**config.mk**
```make
export PLATFORM = sky130hd
export DESIGN_NAME = mem_access
export DESIGN_NICKNAME = d
export VERILOG_FILES = /design/src/rtl/mem_pkg.sv /design/src/rtl/ls_align.sv /design/src/rtl/mem_access.sv
export SDC_FILE = /design/constraint.sdc
export NUM_CORES = 1
export LEC_CHECK = 0
export CORE_ASPECT_RATIO = 0.9
export CORE_MARGIN = 2
export CORE_UTILIZATION = 45
export CTS_BUF_LIST = sky130_fd_sc_hd__clkbuf_8
export DETAILED_ROUTE_END_ITERATION = 6
export HOLD_SLACK_MARGIN = 0.08
export PLACE_DENSITY_LB_ADDON = 0.05
export SKIP_LAST_GASP = 1
export SLEW_MARGIN = 25
export SYNTH_ARGS = -nofsm -noshare
export SYNTH_HDL_FRONTEND = slang
export SYNTH_SLANG_ARGS = --single-unit
export TNS_END_PERCENT = 1
```
**constraint.sdc**
```tcl
create_clock -name clk -period 4.85 [get_ports clk]
set_clock_uncertainty 0.2 [all_clocks]
set_input_delay 0.97 -clock clk [delete_from_list [all_inputs] [get_ports clk]]
set_output_delay 0.97 -clock clk [all_outputs]
set_load 0.1 [all_outputs]
```
**src/rtl/mem_pkg.sv**
```systemverilog
// mem_pkg: shared constants for the MEM stage.
// Width codes, FSM state encoding, default widths.
package mem_pkg;

    localparam int DEF_NB_DATA = 32;
    localparam int DEF_NB_REG  = 5;

    localparam logic [1:0] W_BYTE = 2'b00;
    localparam logic [1:0] W_HALF = 2'b01;
    localparam logic [1:0] W_WORD = 2'b11;

    localparam logic [0:0] S_IDLE = 1'b0;
    localparam logic [0:0] S_WAIT = 1'b1;

    // Code 2'b10 falls through to the word rule.
    function automatic logic is_aligned(
        input logic [1:0] width,
        input logic [1:0] lo
    );
        logic ok;
        if (width == W_BYTE)
            ok = 1'b1;
        else if (width == W_HALF)
            ok = ~lo[0];
        else
            ok = (lo == 2'b00);
        return ok;
    endfunction

endpackage

```
**src/rtl/ls_align.sv**
```systemverilog
// ls_align: byte-lane steering for stores and loads.
// Purely combinational, little-endian lanes.
module ls_align
    import mem_pkg::*;
(
    input  logic [1:0]  i_width,
    input  logic [1:0]  i_lane,
    input  logic        i_sign,
    input  logic [31:0] i_wdata,
    input  logic [31:0] i_rdata,
    output logic [3:0]  o_be,
    output logic [31:0] o_wdata,
    output logic [31:0] o_rdata
);

    logic        is_b;
    logic        is_h;
    logic [7:0]  b_lane;
    logic [15:0] h_lane;

    assign is_b   = (i_width == W_BYTE);
    assign is_h   = (i_width == W_HALF);
    assign b_lane = i_rdata[{i_lane, 3'b000} +: 8];
    assign h_lane = i_rdata[{i_lane[1], 4'b0000} +: 16];

    // Select enables, replicated store data and extended load data.
    always_comb begin
        o_be    = 4'b1111;
        o_wdata = i_wdata;
        o_rdata = i_rdata;
        unique case (1'b1)
            is_b: begin
                o_be    = 4'b0001 << i_lane;
                o_wdata = {4{i_wdata[7:0]}};
                o_rdata = {{24{i_sign & b_lane[7]}}, b_lane};
            end
            is_h: begin
                o_be    = 4'b0011 << {i_lane[1], 1'b0};
                o_wdata = {2{i_wdata[15:0]}};
                o_rdata = {{16{i_sign & h_lane[15]}}, h_lane};
            end
            default: begin
                o_be    = 4'b1111;
                o_wdata = i_wdata;
                o_rdata = i_rdata;
            end
        endcase
    end

endmodule

```
**src/rtl/mem_access.sv**
```systemverilog
// mem_access: MEM stage with request/ack data-memory port.
// Optional watchdog: define MEM_ACCESS_TIMEOUT_EN.
module mem_access
    import mem_pkg::*;
#(
    parameter int NB_DATA        = DEF_NB_DATA,
    parameter int NB_REG         = DEF_NB_REG,
    parameter int NB_ADDR        = 10,
    parameter int TIMEOUT_CYCLES = 16
)(
    input  logic               clk,
    input  logic               i_reset,
    input  logic               i_halt,
    input  logic               i_mem2reg,
    input  logic               i_memRead,
    input  logic               i_memWrite,
    input  logic               i_regWrite,
    input  logic [1:0]         i_width,
    input  logic               i_sign_flag,
    input  logic [NB_DATA-1:0] i_result,
    input  logic [NB_DATA-1:0] i_data4Mem,
    input  logic [NB_REG-1:0]  i_write_reg,
    output logic               o_dmem_req,
    output logic               o_dmem_we,
    output logic [NB_ADDR-1:0] o_dmem_addr,
    output logic [NB_DATA-1:0] o_dmem_wdata,
    output logic [3:0]         o_dmem_be,
    input  logic               i_dmem_ack,
    input  logic [NB_DATA-1:0] i_dmem_rdata,
    output logic               o_stall,
    output logic               o_mem2reg,
    output logic               o_regWrite,
    output logic [NB_DATA-1:0] o_read_data,
    output logic [NB_DATA-1:0] o_result,
    output logic [NB_REG-1:0]  o_write_reg,
    output logic               o_misalign,
    output logic               o_bus_err
);

    logic [0:0]         state;
    logic               in_wait;
    logic               mem_op;
    logic               aligned;
    logic               idle_go;
    logic               access;
    logic               misal;
    logic               busy;
    logic               done;
    logic               timeout;

    logic [NB_DATA-1:0] lat_result;
    logic [NB_DATA-1:0] lat_data;
    logic [1:0]         lat_width;
    logic               lat_sign;
    logic               lat_we;
    logic               lat_mem2reg;
    logic               lat_regWrite;
    logic [NB_REG-1:0]  lat_write_reg;

    logic [NB_DATA-1:0] cur_result;
    logic [NB_DATA-1:0] cur_data;
    logic [1:0]         cur_width;
    logic               cur_sign;
    logic               cur_we;
    logic               cur_mem2reg;
    logic               cur_regWrite;
    logic [NB_REG-1:0]  cur_write_reg;

    logic [3:0]         al_be;
    logic [31:0]        al_wdata;
    logic [31:0]        al_rdata;

    assign in_wait = (state == S_WAIT);
    assign mem_op  = i_memRead | i_memWrite;
    assign aligned = is_aligned(i_width, i_result[1:0]);
    assign idle_go = i_reset & ~in_wait & ~i_halt;
    assign access  = idle_go & mem_op & aligned;
    assign misal   = idle_go & mem_op & ~aligned;
    assign busy    = access | in_wait;
    assign done    = busy & i_dmem_ack;

    // Live inputs on the issue cycle, latched copy while waiting.
    always_comb begin
        cur_result    = i_result;
        cur_data      = i_data4Mem;
        cur_width     = i_width;
        cur_sign      = i_sign_flag;
        cur_we        = i_memWrite;
        cur_mem2reg   = i_mem2reg;
        cur_regWrite  = i_regWrite;
        cur_write_reg = i_write_reg;
        if (in_wait) begin
            cur_result    = lat_result;
            cur_data      = lat_data;
            cur_width     = lat_width;
            cur_sign      = lat_sign;
            cur_we        = lat_we;
            cur_mem2reg   = lat_mem2reg;
            cur_regWrite  = lat_regWrite;
            cur_write_reg = lat_write_reg;
        end
    end

    ls_align u_align (
        .i_width (cur_width),
        .i_lane  (cur_result[1:0]),
        .i_sign  (cur_sign),
        .i_wdata (cur_data),
        .i_rdata (i_dmem_rdata),
        .o_be    (al_be),
        .o_wdata (al_wdata),
        .o_rdata (al_rdata)
    );

    assign o_dmem_req   = busy;
    assign o_dmem_we    = busy & cur_we;
    assign o_dmem_addr  = busy ? cur_result[NB_ADDR+1:2] : '0;
    assign o_dmem_be    = busy ? al_be : 4'b0000;
    assign o_dmem_wdata = busy ? al_wdata : '0;
    assign o_stall      = busy & ~i_dmem_ack & ~timeout;

`ifdef MEM_ACCESS_TIMEOUT_EN
    localparam int CW = $clog2(TIMEOUT_CYCLES + 1);

    logic [CW-1:0] wait_cnt;

    assign timeout = in_wait & ~i_dmem_ack &
                     (wait_cnt == CW'(TIMEOUT_CYCLES - 1));

    // Count unacknowledged WAIT cycles from zero.
    always_ff @(posedge clk or negedge i_reset) begin
        if (!i_reset)
            wait_cnt <= '0;
        else if (access & ~i_dmem_ack)
            wait_cnt <= '0;
        else if (in_wait & ~i_dmem_ack)
            wait_cnt <= wait_cnt + 1'b1;
    end

    // One-cycle pulse when the watchdog abandons an access.
    always_ff @(posedge clk or negedge i_reset) begin
        if (!i_reset)
            o_bus_err <= 1'b0;
        else
            o_bus_err <= timeout;
    end
`else
    assign timeout   = 1'b0;
    assign o_bus_err = 1'b0;
`endif

    // IDLE/WAIT sequencing of the memory handshake.
    always_ff @(posedge clk or negedge i_reset) begin
        if (!i_reset)
            state <= S_IDLE;
        else if (access & ~i_dmem_ack)
            state <= S_WAIT;
        else if (in_wait & (i_dmem_ack | timeout))
            state <= S_IDLE;
    end

    // Capture the issuing instruction for the WAIT phase.
    always_ff @(posedge clk or negedge i_reset) begin
        if (!i_reset) begin
            lat_result    <= '0;
            lat_data      <= '0;
            lat_width     <= 2'b00;
            lat_sign      <= 1'b0;
            lat_we        <= 1'b0;
            lat_mem2reg   <= 1'b0;
            lat_regWrite  <= 1'b0;
            lat_write_reg <= '0;
        end else if (access) begin
            lat_result    <= i_result;
            lat_data      <= i_data4Mem;
            lat_width     <= i_width;
            lat_sign      <= i_sign_flag;
            lat_we        <= i_memWrite;
            lat_mem2reg   <= i_mem2reg;
            lat_regWrite  <= i_regWrite;
            lat_write_reg <= i_write_reg;
        end
    end

    // MEM/WB bundle: ack completes, stall/timeout bubble, else pass.
    always_ff @(posedge clk or negedge i_reset) begin
        if (!i_reset) begin
            o_mem2reg   <= 1'b0;
            o_regWrite  <= 1'b0;
            o_read_data <= '0;
            o_result    <= '0;
            o_write_reg <= '0;
        end else if (done) begin
            o_mem2reg   <= cur_mem2reg;
            o_regWrite  <= cur_regWrite;
            o_read_data <= cur_we ? '0 : al_rdata;
            o_result    <= cur_result;
            o_write_reg <= cur_write_reg;
        end else if (o_stall | timeout) begin
            o_mem2reg   <= 1'b0;
            o_regWrite  <= 1'b0;
            o_read_data <= '0;
        end else if (idle_go) begin
            o_mem2reg   <= misal ? 1'b0 : i_mem2reg;
            o_regWrite  <= misal ? 1'b0 : i_regWrite;
            o_read_data <= '0;
            o_result    <= i_result;
            o_write_reg <= i_write_reg;
        end
    end

    // One-cycle pulse for a rejected misaligned access.
    always_ff @(posedge clk or negedge i_reset) begin
        if (!i_reset)
            o_misalign <= 1'b0;
        else
            o_misalign <= misal;
    end

endmodule

```
Word level (Yosys, flattened, before mapping):

Index checks and enable logic that the tools add are counted.

* register bits after elaboration: 148
* bits of input ports: 112
* output and inout port bits: 122
* word-level logic and storage cells: 84

* equality and inequality tests: 3
* shift operators: 4
* mux-type cells: 36
* bitwise logic cells: 19
* reduce and logical (&&, ||, !) cells: 7

Operators by type and width (count)
* two-way mux 32 bit: 10
* case mux 32 bit (2 select lines): 2
* indexed part select 32 x 6 -> 16 bit: 1
* indexed part select 32 x 6 -> 8 bit: 1
* two-way mux 5 bit: 4
* two-way mux 1 bit: 16
* bitwise AND 1 bit: 12
* two-way mux 10 bit: 1
* case mux 4 bit (2 select lines): 1
* logical NOT 2 bit: 3
* inverter 1 bit: 5
* equality test 2 x 1 -> 1 bit (second input constant): 2
* two-way mux 4 bit: 1
* nonzero test 2 bit: 2
* left shift 1 x 2 -> 4 bit (first input constant): 1
* left shift 2 x 2 -> 4 bit (first input constant): 1
* nonzero test 3 bit: 1
* two-way mux 2 bit: 1
* != test 2 x 1 -> 1 bit (second input constant): 1
* bitwise OR 1 bit: 2
* AND reduction 2 bit: 1

Longest topological paths before layout:

* depth in word-level cells: 9
* gate-level depth with buffers: 9
* depth with buffers taken out: 5

Hierarchy:

A second synthesis with hierarchy kept.

* cell total of the unflattened synthesis: 661
* area, all modules: 7821.3 sq um

By module, submodules not included
* mem_access: times used 1, cells an instance 485, area each 6620.1 sq um, seq. area each 3703.6 sq um
* ls_align: times used 1, cells an instance 176, area each 1201.2 sq um, seq. area each 0.0 sq um

Least setup slack after synthesis:

Ideal clock, no wire load.

* path kind: input-to-output
* start point: input port i_halt
* end point: output port o_dmem_wdata[10]
* data arrival time: 4.300 ns
* required time: 3.680 ns
* setup slack: -0.620 ns
* stages on the path: 7
* path buffers: 3
* cell sequence: or3b_1 -> buf_2 -> and4b_1 -> buf_4 -> nor2_2 -> clkbuf_1 -> a211oi_1

* longest elaborated chain between the ends: 6

Ends and longest elaborated chain
* start: declaration: RTL line mem_access.sv:13 `input logic i_halt,`
* inverter 1 bit: RTL line mem_access.sv:76 `assign idle_go = i_reset & ~in_wait & ~i_halt;`
* bitwise AND 1 bit: RTL line mem_access.sv:76
* bitwise AND 1 bit (2 in series): RTL line mem_access.sv:77 `assign access = idle_go & mem_op & aligned;`
* bitwise OR 1 bit: RTL line mem_access.sv:79 `assign busy = access | in_wait;`
* two-way mux 32 bit: RTL line mem_access.sv:119 `assign o_dmem_wdata = busy ? al_wdata : '0;`
* end: declaration: RTL line mem_access.sv:26 `output logic [NB_DATA-1:0] o_dmem_wdata,`

No other way between the ends.

Worst setup path after layout:

* start point: input port i_halt
* end point: output port o_dmem_wdata[30]

The elaborated chain is that of the path after synthesis.

==> impl_metrics.ini <==
[grt]
antenna_found_initial = 1
grt_max_degree = 90
grtUsageTotal_pct = 24.63
grt_first_pass_wirelength_mm = 34.84
overflow = 0
first_global_vias = 6470

[synthesis]
synthFlopType = dfrtp_1
ys.warnings.count = 0
synthArstFlopShare_pct = 100.0
synthesis.area_um2 = 7545
syn_nets = 791
synth-seq-cells = 148
ys_seq_area_share_pct = 49.09
avgSynthCellArea_um2 = 11.11
synth_cell_types = 41
synthCells = 679
synth_edf_count = 0

[route]
drtAntennaViolNets = 0
wl_per_cell_um = 19.55
wirelength_mm = 21.76
vias = 6288
first_iter_violations = 455
remaining_drc_errors = 0
routed_via_density = 5.650
drt-pass1-iter-count = 5

[clocking]
h-tree-depth = 4
clk_latency_ns = 0.44
path_clk_slew_ns = 0.08
cts-resized-gates = 0
post-cts-setup-buffers = 0
clkSinkCount = 148
cts_tree = yes
cts_buffers = 17
clockBufferDepth = 2
root_buffer = clkbuf_8
ctsHoldBuffers = 0

[critical_path]
timing.critical_path.cells = clkdlybuf4s50_1 > or3b_1 > and4b_4 > buf_12 > o21ai_0 > a21oi_1 > buf_12
regToRegSetupSlack_ns = 1.48
cp.arrival_ns = 3.42
cpPeakStageDelay_ns = 0.46
crit_cells = 7
endpoint_kind = primary output
crit_path_end = o_dmem_wdata[30]
path_delay_family = buffers and inverters
startpoint_type = primary input
slowest_stage = or3b_1
crit_top_cell = buf_12
worstPathRequired_ns = 3.68
worstReg2RegStart = in_wait
startpoint = i_halt
critPathBufInv = 3
crit_fanout = 89
r2r_cells = 5
r2r-end = o_read_data[15]
path_class = in2out

[floorplanning]
fp.coreArea_um2 = 16300
fp-row-count = 44
start_util_pct = 46.30
fp.dieH_um = 126.8
chipWidth_um = 140.5
dieArea_um2 = 17820
ios = 234

[pwr]
power_density_nw_per_um2 = 404.6
vdd_drop_max_mv = 0.2467
total_leakage_power_uw = 0.004496

[sta]
hold_violations = 0
finalCritPeriodShare_pct = 94.58
worst_slew_pin_slew_ns = 1.031
max_slew_margin_pct = 31.04
slew_viol_final = 0
setup_tns_ns = 0
setup_violations = 0
rsz0062_at_grt = false
min_period_ns = 4.587
whs_ns = 0.2841
fmax_mhz = 218.0

[finish]
area_growth_pct = 44.64
nNetsFinal = 1004
fin_area_um2 = 10910
final_common_cell = clkdlybuf4s50_1
most-common-layout-cells = clkdlybuf4s50_1, dfrtp_1, mux2_2
drive_gt1_share_pct = 22.32
stdcell_count = 1113

[placed_design]
io_buffers = 232
place_inst = 1080
place_area_um2 = 10500
place_congestion = 0.8513
dp_hpwl_mm = 15.40

[min_path]
worstHoldPathType = reg2reg
min_path_cells = 2

[job]
cap_violations = 0

[status]
status = completed
tightest hold or removal path, stage by stage (launching register included):
cell and delay (ns):
dfrtp_1 0.35, nand2_1 0.04, o21ai_0 0.06
power by group:
part | internal [uW] | switching [uW]
combinational | 574 | 1220
clock | 499 | 485
sequential | 1480 | 150
total | 2560 | 1860
through the flow:
stage                     worst slack, ns  util [%]  total power (uW)
final                              0.2631     66.97              4415
after global routing               0.1427     66.95              4605
after CTS                          0.2997     66.93              4440
after detailed placement           0.3272     64.45              3458
after global placement             0.3839     64.45              3418
after floorplan                   -0.6204         -              2888
cell type report:
class                      count  area, um^2
fill                        1243        5383
sequential                   148        3705
multi-input combinational    469        3562
timing repair buffer         248        2950
clock buffer                  20       275.3
tap                          207       259.0
clock inverter                12       128.9
inverter                       8       30.03
antenna                        1       2.502
cells by family after synthesis:
logic type	share of synthesized area (%)
other	0.04970
buffers and inverters	4.129
and+or+nand+nor	8.640
DFF	49.09
muxes	21.33
AOI/OAI and AO/OA	16.77
per-layer routing:
layer	routed length [um]	track usage [%]	part of all wire, %	up-vias
met4	261	6.588	1.2	0
li1	-	-	-	2903
met1	9547	34.21	44	3115
met5	0	0	0	-
met2	10200	38.12	47	248
met3	1746	7.173	8.0	22
cells in the mapped netlist, drive strengths merged (2+ instances only):
cell type | instances | area share [%]
dfrtp | 148 | 49
mux2 | 83 | 12
mux2i | 67 | 8.9
nand2 | 64 | 3.2
o21ai | 56 | 3.7
nor2 | 55 | 2.8
buf | 30 | 2.5
clkbuf | 24 | 1.2
a211oi | 23 | 2.3
a22o | 19 | 2.2
o41ai | 16 | 2.9
a21oi | 10 | 0.66
a22oi | 10 | 0.99
nor2b | 10 | 0.83
a221oi | 8 | 0.93
and2 | 8 | 0.66
inv | 8 | 0.40
nor3 | 8 | 0.53
a221o | 7 | 0.93
o2bb2ai | 7 | 0.81
o32a | 3 | 0.40
nand2b | 2 | 0.17
how the worst min path moves through the flow:
stage / startpoint / end / slack, ns
floorplan: lat_data[0] / lat_data[0] / 0.27
global placement: o_result[26] / o_result[26] / 0.26
detailed placement: o_read_data[18] / o_read_data[18] / 0.26
CTS: o_result[17] / o_result[17] / 0.29
global route: o_read_data[26] / o_read_data[26] / 0.31
finish: o_result[30] / o_result[30] / 0.28
Note: power is estimated with default switching activity, not from simulation.
